### src/rtl/alu_share_arbiter.sv
// alu_share_arbiter
//   Shares one combinational ALU between two requesters: port 0 is EX-stage
//   issue, port 1 is address/branch-target calculation. Round-robin between
//   eligible ports, one grant per cycle. The ALU result is captured into a
//   per-port registered response slot one cycle after the grant.
//
//   Optional feature: define ALU_ARB_STATS_EN to add stat0_grants and
//   stat1_grants, saturating 16-bit per-port grant counters.
module alu_share_arbiter #(
   parameter int DATA_W = 32,
   parameter int CTRL_W = 4
) (
   input  logic              clk,
   input  logic              rst,
   // port 0 request
   input  logic              req0_valid,
   output logic              req0_ready,
   input  logic [DATA_W-1:0] req0_src_a,
   input  logic [DATA_W-1:0] req0_src_b,
   input  logic [CTRL_W-1:0] req0_ctrl,
   input  logic [DATA_W-1:0] req0_pc,
   input  logic              req0_imm,
   input  logic              req0_srca_sel,
   // port 1 request
   input  logic              req1_valid,
   output logic              req1_ready,
   input  logic [DATA_W-1:0] req1_src_a,
   input  logic [DATA_W-1:0] req1_src_b,
   input  logic [CTRL_W-1:0] req1_ctrl,
   input  logic [DATA_W-1:0] req1_pc,
   input  logic              req1_imm,
   input  logic              req1_srca_sel,
   // responses
   output logic              rsp0_valid,
   input  logic              rsp0_ready,
   output logic [DATA_W-1:0] rsp0_data,
   output logic              rsp1_valid,
   input  logic              rsp1_ready,
   output logic [DATA_W-1:0] rsp1_data,
   // shared ALU
   output logic [DATA_W-1:0] alu_src_a,
   output logic [DATA_W-1:0] alu_src_b,
   output logic [DATA_W-1:0] alu_pc,
   output logic [CTRL_W-1:0] alu_ctrl,
   output logic              alu_imm,
   output logic              alu_srca_sel,
   input  logic [DATA_W-1:0] alu_result
`ifdef ALU_ARB_STATS_EN
   ,
   output logic [15:0]       stat0_grants,
   output logic [15:0]       stat1_grants
`endif
);

   // All-ones control code tells the ALU to idle and return zero.
   localparam logic [CTRL_W-1:0] CTRL_IDLE = '1;

   logic elig0_p0;
   logic elig1_p0;
   logic grant0_p0;
   logic grant1_p0;
   // 0 = port 0 was granted last, 1 = port 1 was granted last
   logic last_grant;

   // Eligibility and round-robin grant; nothing is granted while in reset.
   always_comb begin
      elig0_p0  = req0_valid && (!rsp0_valid || rsp0_ready);
      elig1_p0  = req1_valid && (!rsp1_valid || rsp1_ready);
      grant0_p0 = 1'b0;
      grant1_p0 = 1'b0;
      if (!rst) begin
         if (elig0_p0 && elig1_p0) begin
            grant0_p0 = last_grant;
            grant1_p0 = !last_grant;
         end else begin
            grant0_p0 = elig0_p0;
            grant1_p0 = elig1_p0;
         end
      end
      req0_ready = grant0_p0;
      req1_ready = grant1_p0;
   end

   // Steer the granted port's operands to the ALU; idle code when no grant.
   always_comb begin
      alu_src_a    = '0;
      alu_src_b    = '0;
      alu_pc       = '0;
      alu_ctrl     = CTRL_IDLE;
      alu_imm      = 1'b0;
      alu_srca_sel = 1'b0;
      if (grant0_p0) begin
         alu_src_a    = req0_src_a;
         alu_src_b    = req0_src_b;
         alu_pc       = req0_pc;
         alu_ctrl     = req0_ctrl;
         alu_imm      = req0_imm;
         alu_srca_sel = req0_srca_sel;
      end else if (grant1_p0) begin
         alu_src_a    = req1_src_a;
         alu_src_b    = req1_src_b;
         alu_pc       = req1_pc;
         alu_ctrl     = req1_ctrl;
         alu_imm      = req1_imm;
         alu_srca_sel = req1_srca_sel;
      end
   end

   // ---- stage boundary: grant (p0) -> registered response slot (p1) ----
   // Response slots and round-robin pointer. A grant overwrites the slot
   // (covers same-cycle drain + refill with no bubble); a drain without a
   // new grant only clears valid so the data stays at its last value.
   always_ff @(posedge clk) begin
      if (rst) begin
         rsp0_valid <= 1'b0;
         rsp0_data  <= '0;
         rsp1_valid <= 1'b0;
         rsp1_data  <= '0;
         last_grant <= 1'b1;
      end else begin
         if (grant0_p0) begin
            rsp0_valid <= 1'b1;
            rsp0_data  <= alu_result;
         end else if (rsp0_ready) begin
            rsp0_valid <= 1'b0;
         end

         if (grant1_p0) begin
            rsp1_valid <= 1'b1;
            rsp1_data  <= alu_result;
         end else if (rsp1_ready) begin
            rsp1_valid <= 1'b0;
         end

         if (grant0_p0) begin
            last_grant <= 1'b0;
         end else if (grant1_p0) begin
            last_grant <= 1'b1;
         end
      end
   end

`ifdef ALU_ARB_STATS_EN
   function automatic logic [15:0] sat_inc(input logic [15:0] v);
      return (v == 16'hFFFF) ? v : v + 16'd1;
   endfunction

   // Per-port grant counters, saturating at all-ones.
   always_ff @(posedge clk) begin
      if (rst) begin
         stat0_grants <= '0;
         stat1_grants <= '0;
      end else begin
         if (grant0_p0) begin
            stat0_grants <= sat_inc(stat0_grants);
         end
         if (grant1_p0) begin
            stat1_grants <= sat_inc(stat1_grants);
         end
      end
   end
`endif

endmodule
### config.mk
export PLATFORM = sky130hd
export DESIGN_NAME = alu_share_arbiter
export DESIGN_NICKNAME = d
export VERILOG_FILES = /design/src/rtl/alu_share_arbiter.sv
export SDC_FILE = /design/constraint.sdc
export NUM_CORES = 1
export LEC_CHECK = 0
export BUFFER_PORTS_ARGS = -buffer_cell sky130_fd_sc_hd__buf_4
export CORE_AREA = 2 2 158 160
export CTS_CLUSTER_SIZE = 30
export DETAILED_ROUTE_END_ITERATION = 8
export DIE_AREA = 0 0 160 162
export PLACE_DENSITY = 0.58
export SLEW_MARGIN = 20
export SYNTH_ARGS = -nofsm -noshare
export SYNTH_HDL_FRONTEND = slang
export SYNTH_SLANG_ARGS = --single-unit
### constraint.sdc
create_clock -name clk -period 1.92 [get_ports clk]
set_clock_uncertainty 0.2 [all_clocks]
set_input_delay 0.288 -clock clk [delete_from_list [all_inputs] [get_ports clk]]
set_output_delay 0.288 -clock clk [all_outputs]
set_load 0.005 [all_outputs]
==> results of run 1 <==
path summary, 6_finish.rpt:
| kind | end | slack, ns | start | cells past startpoint |
|---|---|---|---|---|
| worst min register to register | rsp0_data[24] | 0.27 | rsp0_data[24] | 2 |
| worst max register to register | rsp1_data[9] | 0.12 | last_grant | 8 |
| worst max-delay path | alu_src_a[2] | -0.30 | last_grant | 8 |
| worst min-delay path | rsp0_data[8] | 0.04 | alu_result[8] | 3 |
critical path: cells and delay by family (launching register included):
family                 cells  cell delay [ns]
AND/OR/NAND/NOR            1             0.05
flip-flops                 1             0.33
buffers and inverters      5             0.71
AO/OA/AOI/OAI              2             0.29
timing repair:
item                                    CTS  global route
buffers inserted                          7             5
endpoints found under the setup margin  104           104
endpoints found under the hold margin     0             0
gates cloned                              3             7
resized for setup                        61            61
pin swaps                                10            24
synth_stat cells:
cell type  instances
nand2b_1         197
inv_1             98
buf_2              9
a21oi_1            3
nor2b_2            1
a22oi_1            4
o211ai_2           2
nor2_1            11
buf_4              8
o32ai_1           97
nand2_1            1
o21bai_1           1
buf_6             16
o211a_1            2
clkbuf_1          31
o32ai_2            1
dfxtp_1           67
nor2b_1            1
mux2i_1           64
power groups by stage:
| stage | Clock (W) | Combinational, W | Sequential [W] |
|---|---|---|---|
| after global placement | 0 | 0.00172 | 0.00157 |
| after global routing | 0.00165 | 0.00225 | 0.00156 |
| final | 0.00154 | 0.00211 | 0.00155 |
| after CTS | 0.00160 | 0.00191 | 0.00155 |
| after detailed placement | 0 | 0.00173 | 0.00157 |
| after floorplan | 0 | 0.000716 | 0.00158 |
layout by cell type (no fill, tap or decap), drive strengths merged:
cell,n
nand2b,197
clkinv,1
inv,100
clkbuf,14
clkinvlp,3
o211a,2
o32ai,98
diode,3
a21oi,3
buf,469
nor2b,2
nand2,1
mux2i,64
nor2,11
o21bai,1
dfxtp,67
a22oi,4
o211ai,2
through the flow:
stage          util [%]  hold WS (ns)  setup TNS (ns)  cells
3_3_place_gp       35.6         0.260           -5.72   1328
5_1_grt            41.3        0.0367          -34.03   1366
6_report           41.3        0.0380          -26.40   1366
4_1_cts            38.8        0.0267          -26.92   1353
2_1_floorplan         -         0.257               0    614
3_5_place_dp       35.6         0.264           -9.06   1328
per-layer routing:
| layer | part of all wire (%) | wire length, µm | up-vias | GRT usage (%) |
|---|---|---|---|---|
| met1 | 40 | 9610 | 2843 | 19.9 |
| li1 | - | - | 2925 | - |
| met3 | 6.6 | 1590 | 32 | 3.93 |
| met4 | 1.9 | 467 | 0 | 4.87 |
| met2 | 52 | 12500 | 235 | 29.8 |
| met5 | 0 | 0 | - | 0 |
flip-flops by register name, summed over array words and instances (netlist names):
signal,count
rsp0_valid,1
rsp1_valid,1
rsp1_data,32
last_grant,1
rsp0_data,32
cell type report:
cell class | count | area [µm²] | area share, %
Clock buffer | 10 | 229 | 2.30
Sequential cell | 67 | 1350 | 13.5
Timing Repair Buffer | 473 | 3970 | 39.9
Tap cell | 324 | 405 | 4.07
Multi-Input combinational cell | 385 | 3580 | 36.0
Antenna cell | 3 | 7.51 | 0.0755
Inverter | 98 | 368 | 3.70
Clock inverter | 6 | 48.8 | 0.491
logic make-up (layout without fill, tap and decap cells):
group,count (synthesis),after routing
flops,67,67
mux,64,64
compound gates,110,110
other cells,0,3
buf+inv,162,587
simple gates,211,211
==> impl_metrics.ini, run 1 <==
[sta]
worst_slew_pin_slew_ns = 0.418
hold_viol_final = 0
report.final.setup_viol = 104
grt_setup_unrepaired = yes
fmax_mhz = 451
max_slew_margin_pct = 72.2
timing.final.max_slew_violations = 0
post-route-period-util_pct = 115
min_period_ns = 2.22
post-route-worst-setup-slack_ns = -0.296

[synthesis]
synth_largest_type_area_fraction_pct = 26.8
synth_top_cell_by_area = dfxtp_1
synth_fa_ha_area_share_pct = 0
post_synth_and_or_nand_nor_area_fraction_pct = 25.8
yosys-top-cells-area = dfxtp_1, nand2b_1, o32ai_1, mux2i_1, inv_1
synth-seq-area-share_pct = 26.8
yosys-mux-area-fraction_pct = 12.8
synth_warnings = 0
post_synth_xor_area_fraction_pct = 0
netlist_instances = 614
ys_ff_latch = 67
syn-cell-area_um2 = 5010
main_combinational_cell_family_by_area_after_synthesis = simple AND/OR/NAND/NOR gates
compound_cell_area_share_of_the_yosys_netlist_pct = 19.2
ys_types = 19
synthesis.nets = 856
postSynthAreaPerCell_um2 = 8.16

[placed_design]
place_ws_ns = -0.192
area_of_placed_instances_um2 = 8580
hpwlAfterDp_um = 18000
port-buffer-count = 411
finalWeightedCongestion = 0.796

[power_and_ir_drop]
ir_drop_mv = 0.413
design_power_total_w = 0.00520
power.share.combinational_pct = 40.6
clock_power_share_pct = 29.6
cellPowerDensity_nw_per_um2 = 522
seq_power_share_pct = 29.8
power.net_switching_w = 0.00158
power.internal_w = 0.00361
p_leak_nw = 4.77
power.switching_fraction_pct = 30.5

[routing]
avgViaCountPerCell = 4.42
drt-initial-drc-count = 436
routed_wire_length_per_instance_um = 17.7
via_count = 6035
detailed_route_wl_um = 24100
drtAntennaViolNets = 0
post-route-drc-count = 0
drt-pass1-iter-count = 4

[floorplan]
core_box_area_um2 = 24100
die-width_um = 160
std_cell_rows = 57
ioPinCount = 412
initial_utilization_pct = 20.8
design.die.area_um2 = 25900
fp.dieH_um = 162

[worst_setup_path]
end_kind = primary output
worstPathRequired_ns = 1.43
critPathMostFrequentCell = buf_12
crit_path_top_delay_cell = dfxtp_2
cp_cell_sequence = buf_6 -> nand2_4 -> o211ai_4 -> buf_12 -> buf_12 -> buf_12 -> o32ai_1 -> buf_4
cp_max_fo = 12
critical_path_class = reg -> out
nature_of_the_critical_path_startpoint = register
cp_data_arrival_time_ns = 1.73
timing.critical_path.slowest_cell_delay_ns = 0.33

[clock_network]
cts_clock_pin_slew_for_the_worst_setup_and_hold_paths_ns = 0.06
ctsRootBufferMaster = clkbuf_16
cts_buffer_depth = 2
cts_inserted_buffers = 9
total_clock_sinks = 67
clock_insertion_delay_at_the_later_pin_of_the_skew_report_ns = 0.33
cts_tree = done
ctsHoldBuffers = 0
htreeDepth = 3

[cells_and_area]
flow.area_growth_from_synthesis_pct = 98.7
filler_cell_count = 2376
drive_above_1_share_pct = 54.6
design_area_um2 = 9950
design.final.nets = 1276

[flow_run]
maxCapViolCount = 0

[global_route]
wire_length_of_the_first_global_routing_pass_um = 34200
antenna_found_initial = 3
first_global_vias = 5914
remaining_global_route_overflow = 0
grt_max_degree = 42
global_route.usage.total_pct = 16.7

[status]
run_status = finished with violations
violations = setup timing

[hold_path]
hold_class = in -> reg
Note: power is estimated with default switching activity, not from simulation.
==> inputs of run 2 (changes only) <==
--- a/config.mk
+++ b/config.mk
@@ -5,12 +5,13 @@
 export SDC_FILE = /design/constraint.sdc
 export NUM_CORES = 1
 export LEC_CHECK = 0
+export ABC_AREA = 1
 export BUFFER_PORTS_ARGS = -buffer_cell sky130_fd_sc_hd__buf_4
-export CORE_AREA = 2 2 158 160
+export CORE_AREA = 2 2 159 161
 export CTS_CLUSTER_SIZE = 30
 export DETAILED_ROUTE_END_ITERATION = 8
-export DIE_AREA = 0 0 160 162
-export PLACE_DENSITY = 0.58
+export DIE_AREA = 0 0 161 163
+export PLACE_DENSITY = 0.54
 export SLEW_MARGIN = 20
 export SYNTH_ARGS = -nofsm -noshare
 export SYNTH_HDL_FRONTEND = slang
==> run 2 against run 1 <==
Against the previous run:
- the flow still finishes with violations (setup timing)
- routed wire length increased by 6.1%
- die area increased by 1.2%
- total power is 1.3% higher
- via count grew 4.7%
- sequential cell count is the same
- count of clock-buffer cells in the layout fell by 1
==> impl_metrics.ini, run 2 <==
[synthesis]
synthesis.nets = 954
synth_largest_type_area_fraction_pct = 32.4
ys_types = 19
synth_fa_ha_area_share_pct = 0
synthFlopType = dfxtp_1
ys_ff_latch = 67
asyncSetResetFlopFracSynth_pct = 0
post_synth_xor_area_fraction_pct = 0
compound_cell_area_share_of_the_yosys_netlist_pct = 0.635
postSynthAreaPerCell_um2 = 5.81
syn-cell-area_um2 = 4140
synth_warnings = 0
synth_most_common_cell = nand2_1
synth_top_cell_by_area = dfxtp_1
yosys-top-cells-count = nand2_1, nand3_1, dfxtp_1, nor2_1, inv_1
main_combinational_cell_family_by_area_after_synthesis = simple AND/OR/NAND/NOR gates
post_synth_and_or_nand_nor_area_fraction_pct = 55.4
synth-seq-area-share_pct = 32.4
yosys-mux-area-fraction_pct = 0
yosys-top-cells-area = dfxtp_1, nand2_1, nand3_1, nor2_1, inv_1
netlist_instances = 712
synth_enable_flop_cells = 0

[clock_network]
cts_buffer_depth = 2
cts_inserted_buffers = 9
ctsRootBufferMaster = clkbuf_16
cts_tree = done
cts_clock_pin_slew_for_the_worst_setup_and_hold_paths_ns = 0.06
total_clock_sinks = 67
htreeDepth = 3
clock_insertion_delay_at_the_later_pin_of_the_skew_report_ns = 0.33

[power_and_ir_drop]
seq_power_share_pct = 30.1
power.share.combinational_pct = 37.2
design_power_total_w = 0.00526
power.internal_w = 0.00365
p_leak_nw = 5.23
power.net_switching_w = 0.00161
cellPowerDensity_nw_per_um2 = 558
ir_drop_mv = 0.466
power.switching_fraction_pct = 30.6
clock_power_share_pct = 32.7

[routing]
via_count = 6316
drt-initial-drc-count = 305
drtAntennaViolNets = 0
routed_wire_length_per_instance_um = 17.0
post-route-drc-count = 0
detailed_route_wl_um = 25600
avgViaCountPerCell = 4.18
drt-pass1-iter-count = 4

[worst_setup_path]
r2r-end = rsp1_data[23]
cp_data_arrival_time_ns = 1.69
nature_of_the_critical_path_startpoint = register
cp_max_fo = 8
critical_path.reg2reg.startpoint = rsp0_valid
critical_path.endpoint = alu_pc[23]
r2r_setup_slack_ns = 0.16
worstPathRequired_ns = 1.43
timing.critical_path.from = rsp1_valid
critical_path_class = reg -> out
end_kind = primary output
timing.reg2reg.worst_path_depth = 7

[global_route]
global_route.usage.total_pct = 17.5
first_global_vias = 5875
grt_max_degree = 66
globalRouteMet2Util_pct = 28.6
global_route.usage.met3_pct = 8.96
globalRouteMet1Util_pct = 20.9
antenna_found_initial = 14
remaining_global_route_overflow = 0
grt-busiest-layer = met2
wire_length_of_the_first_global_routing_pass_um = 35000

[status]
run_status = finished with violations
violations = setup timing

[sta]
post-route-worst-setup-slack_ns = -0.262
min_period_ns = 2.18
timing.final.max_slew_violations = 0
hold_viol_final = 0
worst_slew_pin_slew_ns = 0.683
max_slew_margin_pct = 54.5
post-route-period-util_pct = 114
fmax_mhz = 458
report.final.setup_viol = 104
grt_setup_unrepaired = yes
final_hold_slack_ns = 0.0144

[cells_and_area]
drive_above_1_share_pct = 49.5
flow.area_growth_from_synthesis_pct = 128
reg_top3 = rsp0_data (32), rsp1_data (32)
design_area_um2 = 9440
filler_cell_count = 2609
design.final.nets = 1414
mostFrequentLayoutCell = buf_4
layout_common_cells = buf_4, nand2_1, nand3_1, nor2_1, dfxtp_1

[floorplan]
initial_utilization_pct = 16.8
core_box_area_um2 = 24700
std_cell_rows = 58
fp.dieH_um = 163
die-width_um = 161
ioPinCount = 412
design.die.area_um2 = 26200

[placed_design]
place_ws_ns = -0.183
hpwlAfterDp_um = 18300
finalWeightedCongestion = 0.770
area_of_placed_instances_um2 = 7720
port-buffer-count = 411

[hold_path]
hold_class = in -> reg

[flow_run]
maxCapViolCount = 0
==> run 2: cells by family (layout without fill, tap and decap cells) <==
group,Yosys count,count (layout)
and+or+nand+nor,541,541
buffers and inverters,101,566
DFF,67,67
AOI/OAI and AO/OA,3,3
other,0,3
==> run 2: how the worst min path moves through the flow <==
stage,from,endpoint,slack (ns),cells after the start
finish,rst,rsp1_valid,0.01,2
global route,rst,rsp1_valid,0.03,2
CTS,rst,rsp1_valid,0.01,2
detailed placement,rsp0_data[17],rsp0_data[17],0.26,2
global placement,rsp0_data[26],rsp0_data[26],0.25,2
floorplan,rst,rsp1_valid,0.16,1
==> run 2: repair_timing <==
item                       4_1_cts  5_1_grt
setup endpoints to repair      104      117
hold buffers                    32        0
pin swaps                        8       24
hold endpoints to repair        63        0
gates resized for setup         70      106
setup buffers                   14        2
gates cloned                     9        8
==> run 2: final cells by class <==
class / instances / area, µm² / share of cell area, %
inverters: 45 / 169 / 1.79
diodes: 3 / 7.51 / 0.0796
clock buffers: 9 / 225 / 2.39
repair buffers: 505 / 4480 / 47.5
flip-flops and latches: 67 / 1350 / 14.3
well taps: 330 / 413 / 4.38
clock inverters: 7 / 83.8 / 0.888
multi-input cells: 544 / 2710 / 28.7
==> run 2: power groups by stage <==
stage          Sequential, W  Clock [W]  Combinational, W
4_1_cts              0.00158    0.00178           0.00186
6_report             0.00158    0.00172           0.00196
3_3_place_gp         0.00160          0           0.00160
3_5_place_dp         0.00161          0           0.00161
5_1_grt              0.00160    0.00183           0.00213
2_1_floorplan        0.00161          0          0.000549
==> run 2: through the flow <==
stage	std cells	TNS [ns]	utilization, %
2_1_floorplan	712	0	-
3_3_place_gp	1432	-6.01	31.3
3_5_place_dp	1432	-9.20	31.3
4_1_cts	1502	-26.85	36.4
5_1_grt	1507	-33.28	38.2
6_report	1510	-21.92	38.2
==> run 2: routing by layer <==
metal | routed length [µm] | up-vias
met5 | 134 | -
met4 | 203 | 22
met3 | 2650 | 32
met2 | 12300 | 235
met1 | 10300 | 2860
li1 | - | 3167
==> run 2: critical path: stages (launching register included) <==
cell     delay, ns
dfxtp_2       0.34
a21oi_4       0.18
nand2_2       0.10
nor2_4        0.13
buf_12        0.18
buf_16        0.17
nand2_2       0.07
nand2_4       0.09
buf_6         0.09
